[config.mk]
export PLATFORM = sky130hd
export DESIGN_NAME = cache_fill_fsm
export DESIGN_NICKNAME = d
export VERILOG_FILES = /design/src/rtl/cache_fill_fsm.sv
export SDC_FILE = /design/constraint.sdc
export NUM_CORES = 1
export LEC_CHECK = 0
export CAP_MARGIN = 5
export CORE_MARGIN = 2
export CORE_UTILIZATION = 36
export CTS_BUF_LIST = sky130_fd_sc_hd__clkbuf_16
export DETAILED_ROUTE_END_ITERATION = 16
export GPL_TIMING_DRIVEN = 0
export PLACE_DENSITY_LB_ADDON = 0.12
export SYNTH_ARGS = -nofsm -noshare
export SYNTH_HDL_FRONTEND = slang
export SYNTH_SLANG_ARGS = --single-unit
[constraint.sdc]
create_clock -name clk -period 2.8 [get_ports clk]
set_clock_uncertainty 0.2 [all_clocks]
set_input_delay 0.84 -clock clk [delete_from_list [all_inputs] [get_ports clk]]
set_output_delay 0.84 -clock clk [all_outputs]
set_load 0.05 [all_outputs]
[src/rtl/cache_fill_fsm.sv]
// Refill sequencer for a direct-mapped cache: one block of pipelined word reads per miss,
// each returned word written to the data array, tag written together with the final word.
module cache_fill_fsm #(
  parameter int WORDS_PER_BLOCK = 8,
  parameter int ADDR_WIDTH      = 16,
  parameter int DATA_WIDTH      = 16
) (
  input  logic                  clk,
  input  logic                  rst,
  input  logic                  miss_detected,
  input  logic [ADDR_WIDTH-1:0] miss_address,
  input  logic                  memory_data_valid,
  input  logic [DATA_WIDTH-1:0] memory_data,
  output logic                  fsm_busy,
  output logic                  mem_read,
  output logic [ADDR_WIDTH-1:0] memory_address,
  output logic [ADDR_WIDTH-1:0] cache_address,
  output logic [DATA_WIDTH-1:0] cache_data,
  output logic                  write_data_array,
  output logic                  write_tag_array
);

  localparam int CW          = $clog2(WORDS_PER_BLOCK) + 1;
  localparam int WORD_BYTES  = DATA_WIDTH / 8;
  localparam int BLOCK_BYTES = WORDS_PER_BLOCK * WORD_BYTES;
  localparam logic [ADDR_WIDTH-1:0] BLOCK_MASK = ~ADDR_WIDTH'(BLOCK_BYTES - 1);
  localparam logic [CW-1:0] CNT_FULL = CW'(WORDS_PER_BLOCK);
  localparam logic [CW-1:0] CNT_LAST = CW'(WORDS_PER_BLOCK - 1);

  typedef enum logic {
    S_IDLE,
    S_FILL
  } state_t;

  state_t                r_state;
  state_t                w_next_state;
  logic [ADDR_WIDTH-1:0] r_base;
  logic [CW-1:0]         r_req_cnt;
  logic [CW-1:0]         r_rsp_cnt;
  logic                  w_issue;
  logic                  w_accept;

  always_ff @(posedge clk) begin
    if (rst) begin
      r_state   <= S_IDLE;
      r_base    <= '0;
      r_req_cnt <= '0;
      r_rsp_cnt <= '0;
    end else begin
      r_state <= w_next_state;
      case (r_state)
        S_IDLE: begin
          if (miss_detected) begin
            r_base    <= miss_address & BLOCK_MASK;
            r_req_cnt <= '0;
            r_rsp_cnt <= '0;
          end
        end
        S_FILL: begin
          if (w_issue)  r_req_cnt <= r_req_cnt + CW'(1);
          if (w_accept) r_rsp_cnt <= r_rsp_cnt + CW'(1);
        end
        default: ;
      endcase
    end
  end

  // Request and response streams run independently; responses may overlap issuing.
  always_comb begin
    w_next_state     = r_state;
    w_issue          = 1'b0;
    w_accept         = 1'b0;
    fsm_busy         = 1'b0;
    mem_read         = 1'b0;
    memory_address   = '0;
    cache_address    = '0;
    cache_data       = '0;
    write_data_array = 1'b0;
    write_tag_array  = 1'b0;
    case (r_state)
      S_IDLE: begin
        if (miss_detected) w_next_state = S_FILL;
      end
      S_FILL: begin
        fsm_busy = 1'b1;
        if (r_req_cnt < CNT_FULL) begin
          w_issue        = 1'b1;
          mem_read       = 1'b1;
          memory_address = r_base + ADDR_WIDTH'(int'(r_req_cnt) * WORD_BYTES);
        end
        if (memory_data_valid && (r_rsp_cnt < CNT_FULL)) begin
          w_accept         = 1'b1;
          write_data_array = 1'b1;
          cache_address    = r_base + ADDR_WIDTH'(int'(r_rsp_cnt) * WORD_BYTES);
          cache_data       = memory_data;
          if (r_rsp_cnt == CNT_LAST) begin
            write_tag_array = 1'b1;
            w_next_state    = S_IDLE;
          end
        end
      end
      default: w_next_state = S_IDLE;
    endcase
  end

endmodule

==> results of run 1 <==
==> power by group <==
group	total (mW)	switching, mW	internal, mW
Sequential	0.333	0.0201	0.313
Combinational	0.261	0.143	0.118
Clock	0.305	0.113	0.192
==> synthesized netlist by cell type (2+ instances only) <==
cell type,count
buf_2,2
o21ai_0,4
dfxtp_1,21
buf_4,3
nand2_1,30
nand2b_1,4
or4_1,3
a21oi_1,24
and2_1,35
buf_6,2
inv_1,3
nor2_1,4
clkbuf_1,6
nor3_1,4
nand3_1,10
nand3b_1,2
nand4_1,2
ha_1,4
xor2_1,4
o31ai_1,3
or3_2,3
==> what timing repair did <==
item                                   4_1_cts  5_1_grt
gates cloned                                 4        0
resized for setup                          304       21
endpoints found under the hold margin        0        0
setup endpoints to repair                   49       49
pin swaps                                   19        3
setup buffers                                7        2
==> worst paths after layout <==
kind	startpoint	to	slack, ps
worst max-delay path	r_base[4]	cache_address[14]	-60
worst min-delay path	r_base[9]	r_base[9]	290
worst max register to register	r_state	r_base[15]	1070
worst min register to register	r_base[9]	r_base[9]	290
==> through the flow <==
stage	worst slack (ps)	hold WS [ps]	utilization [%]
floorplan	-156	249	-
global placement	-1240	268	62.8
detailed placement	-1260	275	62.8
CTS	-55.4	293	71.5
global route	-124	314	72.1
finish	-58.6	291	72.1
==> layer usage <==
| layer | track usage [%] | routed length, um | vias up |
|---|---|---|---|
| met3 | 4.51 | 221 | 6 |
| met1 | 25.2 | 1770 | 744 |
| met5 | 0 | 0 | - |
| met4 | 5.73 | 44 | 0 |
| li1 | - | - | 810 |
| met2 | 36.9 | 2350 | 45 |
==> state kept, by name, summed over array words and instances, names as in the netlist <==
name and flops:
r_req_cnt 4, r_rsp_cnt 4, r_state 1, r_base 12
==> cell usage in the layout, fill, tap and decap left out, types with 3 or more instances in the layout <==
cell type	Yosys	final
buf_4	3	12
nor3_1	4	4
nor2_1	4	4
buf_2	2	11
nand2b_1	4	4
nand3_1	10	10
and2_1	35	16
clkdlybuf4s50_1	0	31
buf_6	2	11
dfxtp_2	0	8
dfxtp_1	21	11
clkdlybuf4s15_2	0	5
clkbuf_8	0	4
clkbuf_1	6	3
dlygate4sd2_1	0	6
xor2_1	4	4
a21oi_2	0	5
a21oi_1	24	19
and2_4	0	18
nand2_1	30	29
buf_8	0	18
o31ai_1	3	3
clkbuf_16	0	3
o21ai_0	4	4
==> worst reg2reg max path, cell delays in order, from the launching register on <==
cell and delay, ps:
dfxtp_2 360, nor2b_1 380, clkbuf_1 440, nand2_1 140, a21oi_1 140
==> kinds of logic after synthesis <==
family / after synthesis / synth area share (%)
AOI/OAI and AO/OA: 32 / 12.8
DFF: 21 / 31.4
adders and majority gates: 4 / 3.73
and+or+nand+nor: 103 / 41.9
buffers and inverters: 16 / 6.63
other: 1 / 0.280
xor gates and xnor gates: 5 / 3.27
==> area by class of cell <==
| type | instances | share of cell area [%] |
|---|---|---|
| Timing Repair Buffer | 93 | 36.8 |
| Clock buffer | 3 | 2.89 |
| Buffer | 13 | 3.95 |
| Clock inverter | 1 | 0.192 |
| Inverter | 3 | 0.433 |
| Timing Repair inverter | 1 | 0.289 |
| Sequential cell | 21 | 16.8 |
| Tap cell | 48 | 2.31 |
| Multi-Input combinational cell | 146 | 36.3 |
==> impl_results.md, run 1 <==
* Status: finished with violations
* Failing checks: setup timing
* Ys Warns at 0
* Synth unique cells at 30
* N_diodes at 0
* Count of flip-flops with a built-in enable after synthesis at 0
* Avg Inst Size Synth at 7.36 sq um
* Worst hold path stage count at 2
* Vias in the first global route at 1483
* Die area at 4230 sq um
* Final net count at 322
* Residual DRC count at 0
* Worst-path maximum fanout at 5
* Buf+Inv Stages, Crit Path at 1
* Layout area overhead at 94.0%
* Core area at 3610 sq um
* H-tree depth at 1
* Least-Margin Pin Slew at 502 ps
* Routed vias/inst at 4.88
* Routed wire length at 4390 um
* Top cell by count, worst path: ha_4
* CTS Hold Bufs at 0
* Levels on crit path at 6
* Max stage delay on crit path at 480 ps
* Clock latency on the worst-skew pair at 250 ps
* Cells after Synth at 182
* Placed Area at 2270 sq um
* Fill count at 297
* RD Place Congestion at 0.751
* Worst Path Required at 1760 ps
* Global route overflow at 0
* Dpl hpwl at 3030 um
* Sum of negative setup slack at -62.7 ps
* # IOs at 88
* Chip Width at 65.0 um
* Clock Pin Slew Worst Setup and Hold Paths at 60 ps
* PwrDens at 346 nW/um^2
* DR WL/cell at 13.3 um
* Final std cells w/o fill at 329
* Max Slew Vio Count at 0
* Tcrit/Tclk final at 102%
* Rel. slew slack at 66.4%
* Family with the most delay on the worst path: simple AND/OR/NAND/NOR gates
* Unrepaired setup endpoints after global routing: yes
* Highest Clock Rate at 350 MHz
* Buffer type at the clock tree root: clkbuf_16
* Synthesized flop and latch total at 21
* CTS Buf Count at 3
* Cells along the critical path: ha_4 > ha_4 > nand2_2 > or4_4 > a21oi_2 > buf_6
* Max cap viols at 0
* Async set-or-reset flop fraction in the synthesized netlist at 0%
* Seq/Total Area, Yosys at 31.4%
* Largest cells by area after synthesis: dfxtp_1 (31%), and2_1 (16%), a21oi_1 (9.0%), nand2_1 (8.4%), ha_1 (3.7%)
* Final hold vios at 0
* Clock Sinks at 21
* Initial antenna violation count at 0
* Pre-antenna DRT Iters at 4
* Port bufs at 81
* Largest net degree at the start of global routing at 13
* Routed Antenna Nets at 0
* Via count at 1605
* Yosys top cell area share at 31.4%
* Crit start category: flop
* Fin area at 2600 sq um
* WS Path Type: reg -> out
* CP max stage cell: or4_4
* Multi-input logic area at 943 sq um
* GRT Total Usage at 20.8%
* Fin worst setup slack at -58.6 ps
* Fin crit period at 2860 ps
* Register area at 438 sq um
* Synthesized area at 1340 sq um
* FP Rows at 22
* DRT iter0 DRCs at 64
* Setup Viol. Count Final at 2
* Max VDD drop at 264 uV
* WP data arrival at 1820 ps
* Worst reg2reg path depth at 4
* Tot Pwr at 0.899 mW
* Min-Delay Path Class: reg -> reg
* Dpl cells at 312
* Dominant synthesized flop cell: dfxtp_1
* Layout cells sized above 1 at 41.3%
* First-pass GRT wire length at 6890 um
* Leakage at 1.09 nW
* Clock Tree Buf Depth at 2
* Synth area leader: dfxtp_1
* Die Y at 65.0 um
* Critical path endpoint category: output port
* Starting Density at 37.2%
* CTS tree: yes
(Power assumes the default switching activity.)
==> inputs of run 2 (changes only) <==
==> constraint.sdc (replaced) <==
create_clock -name clk -period 2.8 [get_ports clk]
set_clock_uncertainty 0.2 [all_clocks]
set_input_delay 0.42 -clock clk [delete_from_list [all_inputs] [get_ports clk]]
set_output_delay 0.42 -clock clk [all_outputs]
set_load 0.05 [all_outputs]
==> impl_results.md, run 2 (synthesis gave the netlist of run 1 again) <==
* Status: complete, no violations
* Worst hold path stage count at 2
* Core area at 3610 sq um
* Post-CTS setup buffer count at 0
* WP data arrival at 2070 ps
* Layout area overhead at 67.8%
* Dpl cells at 312
* R2r startpoint: r_state
* DRT iter0 DRCs at 87
* Biggest regs: r_base: 12 flops, r_req_cnt: 4 flops, r_rsp_cnt: 4 flops
* Clock Tree Buf Depth at 2
* CTS Buf Count at 3
* Cells along the critical path: clkdlybuf4s50_1 > nand3b_1 > inv_1 > clkbuf_2 > and2_1 > clkdlybuf4s15_2
* PwrDens at 373 nW/um^2
* Least-Margin Pin Slew at 514 ps
* Largest net degree at the start of global routing at 12
* Via count at 1469
* Max cap viols at 0
* Final std cells w/o fill at 316
* Port bufs at 81
* Routed Antenna Nets at 0
* Critical path endpoint category: output port
* Residual DRC count at 0
* Routed vias/inst at 4.65
* Leakage at 0.966 nW
* Buffer type at the clock tree root: clkbuf_16
* Fin crit period at 2690 ps
* Worst Path Required at 2180 ps
* Worst-path maximum fanout at 10
* DP Worst Slack at -403 ps
* H-tree depth at 1
* Clock Sinks at 21
* Routed wire length at 3780 um
* Worst reg2reg path depth at 4
* Hold path start: r_base[15]
* Fin worst setup slack at 106 ps
* Tot Pwr at 0.840 mW
* Die area at 4230 sq um
* Commonest cells after routing, fill and taps aside: and2_1 (35), clkdlybuf4s50_1 (35), nand2_1 (30), a21oi_1 (24), dfxtp_1 (21)
* Chip Width at 65.0 um
* Starting Density at 37.2%
* First-pass GRT wire length at 6070 um
* Tcrit/Tclk final at 96.2%
* Slack of the worst reg-to-reg path at 1070 ps
* Sum of negative setup slack at 0 ps
* Hold endpoint: r_base[15]
* Max stage delay on crit path at 490 ps
* N_diodes at 0
* CTS tree: yes
* Pre-antenna DRT Iters at 4
* DR WL/cell at 12.0 um
* Final net count at 309
* FF-to-FF End: r_base[6]
* Dpl hpwl at 2960 um
* Worst hold margin at 283 ps
* Vias in the first global route at 1281
* Global route overflow at 0
* Final hold vios at 0
* Initial antenna violation count at 0
* Fill count at 337
* Rel. slew slack at 65.7%
* Layout cells sized above 1 at 19.4%
* GRT Total Usage at 17.9%
* # IOs at 88
* Max Slew Vio Count at 0
* Register with the most flip-flops: r_base
* FP Rows at 22
* Clock Pin Slew Worst Setup and Hold Paths at 50 ps
* Highest Clock Rate at 371 MHz
* WS Path Type: in -> out
* Crit start category: input pin
* RD Place Congestion at 0.805
* Max FFs per register at 12
* Max VDD drop at 323 uV
* Die Y at 65.0 um
* CP max stage cell: clkdlybuf4s50_1
* Setup Viol. Count Final at 0
* Clock latency on the worst-skew pair at 250 ps
* Min-Delay Path Class: reg -> reg
## run 2: changes by cell type in the layout (fill, tap and decap cells not counted), sizes merged
cell | before | now
clkinvlp | 1 | 0
inv | 3 | 4
clkdlybuf4s50 | 31 | 35
clkdlybuf4s15 | 5 | 18
dlymetal6s2s | 0 | 3
buf | 52 | 9
clkbuf | 14 | 24
clkdlybuf4s18 | 1 | 0
clkinv | 1 | 0
dlygate4sd2 | 6 | 8
## run 2: where the power goes
part | total (mW) | internal, mW | switching [mW]
Combinational | 0.217 | 0.0874 | 0.130
Sequential | 0.331 | 0.313 | 0.0180
Clock | 0.292 | 0.190 | 0.102
Total | 0.840 | 0.590 | 0.250
## run 2: what timing repair did
action | 4_1_cts | 5_1_grt
setup endpoints to repair | 43 | 33
hold buffers | 0 | 0
cloned | 0 | 0
endpoints found under the hold margin | 0 | 0
resized for setup | 92 | 36
## run 2: worst max-delay path by stage
stage / slack (ps) / start / endpoint / cells past startpoint
after floorplan: 20 / r_state / memory_address[10] / 4
after global placement: -390 / memory_data_valid / cache_data[4] / 6
after detailed placement: -400 / memory_data_valid / cache_data[4] / 6
after CTS: -10 / r_rsp_cnt[3] / cache_address[14] / 6
after global routing: -0.3 / memory_data_valid / cache_address[2] / 6
final: 110 / memory_data_valid / cache_address[2] / 6
## run 2: per-layer routing
metal  vias up  wire length [um]  global-route usage, %
met5         -                 0                      0
met4         0                15                   2.34
met3         2               195                   3.30
met2        37              1860                   30.3
met1       648              1710                   24.4
li1        782                 -                      -
## run 2: final cells by class
type,count,area (sq um),area share (%)
timing repair buffer,81,748,33.3
buffer,13,80.1,3.56
multi-input combinational,146,850,37.8
sequential,21,420,18.7
clock inverter,1,3.75,0.167
inverter,3,11.3,0.501
clock buffer,3,75.1,3.34
tap,48,60.1,2.67
## run 2: critical path, delay by kind of cell
| family | cells | cell delay [ps] |
|---|---|---|
| buffers and inverters | 4 | 1310 |
| and+or+nand+nor | 2 | 340 |
## run 2: metrics by stage
stage / util [%] / instance area, sq um
2_1_floorplan: - / 1350
3_3_place_gp: 61.5 / 2220
3_5_place_dp: 61.5 / 2220
4_1_cts: 63.2 / 2280
5_1_grt: 62.4 / 2250
6_report: 62.4 / 2250
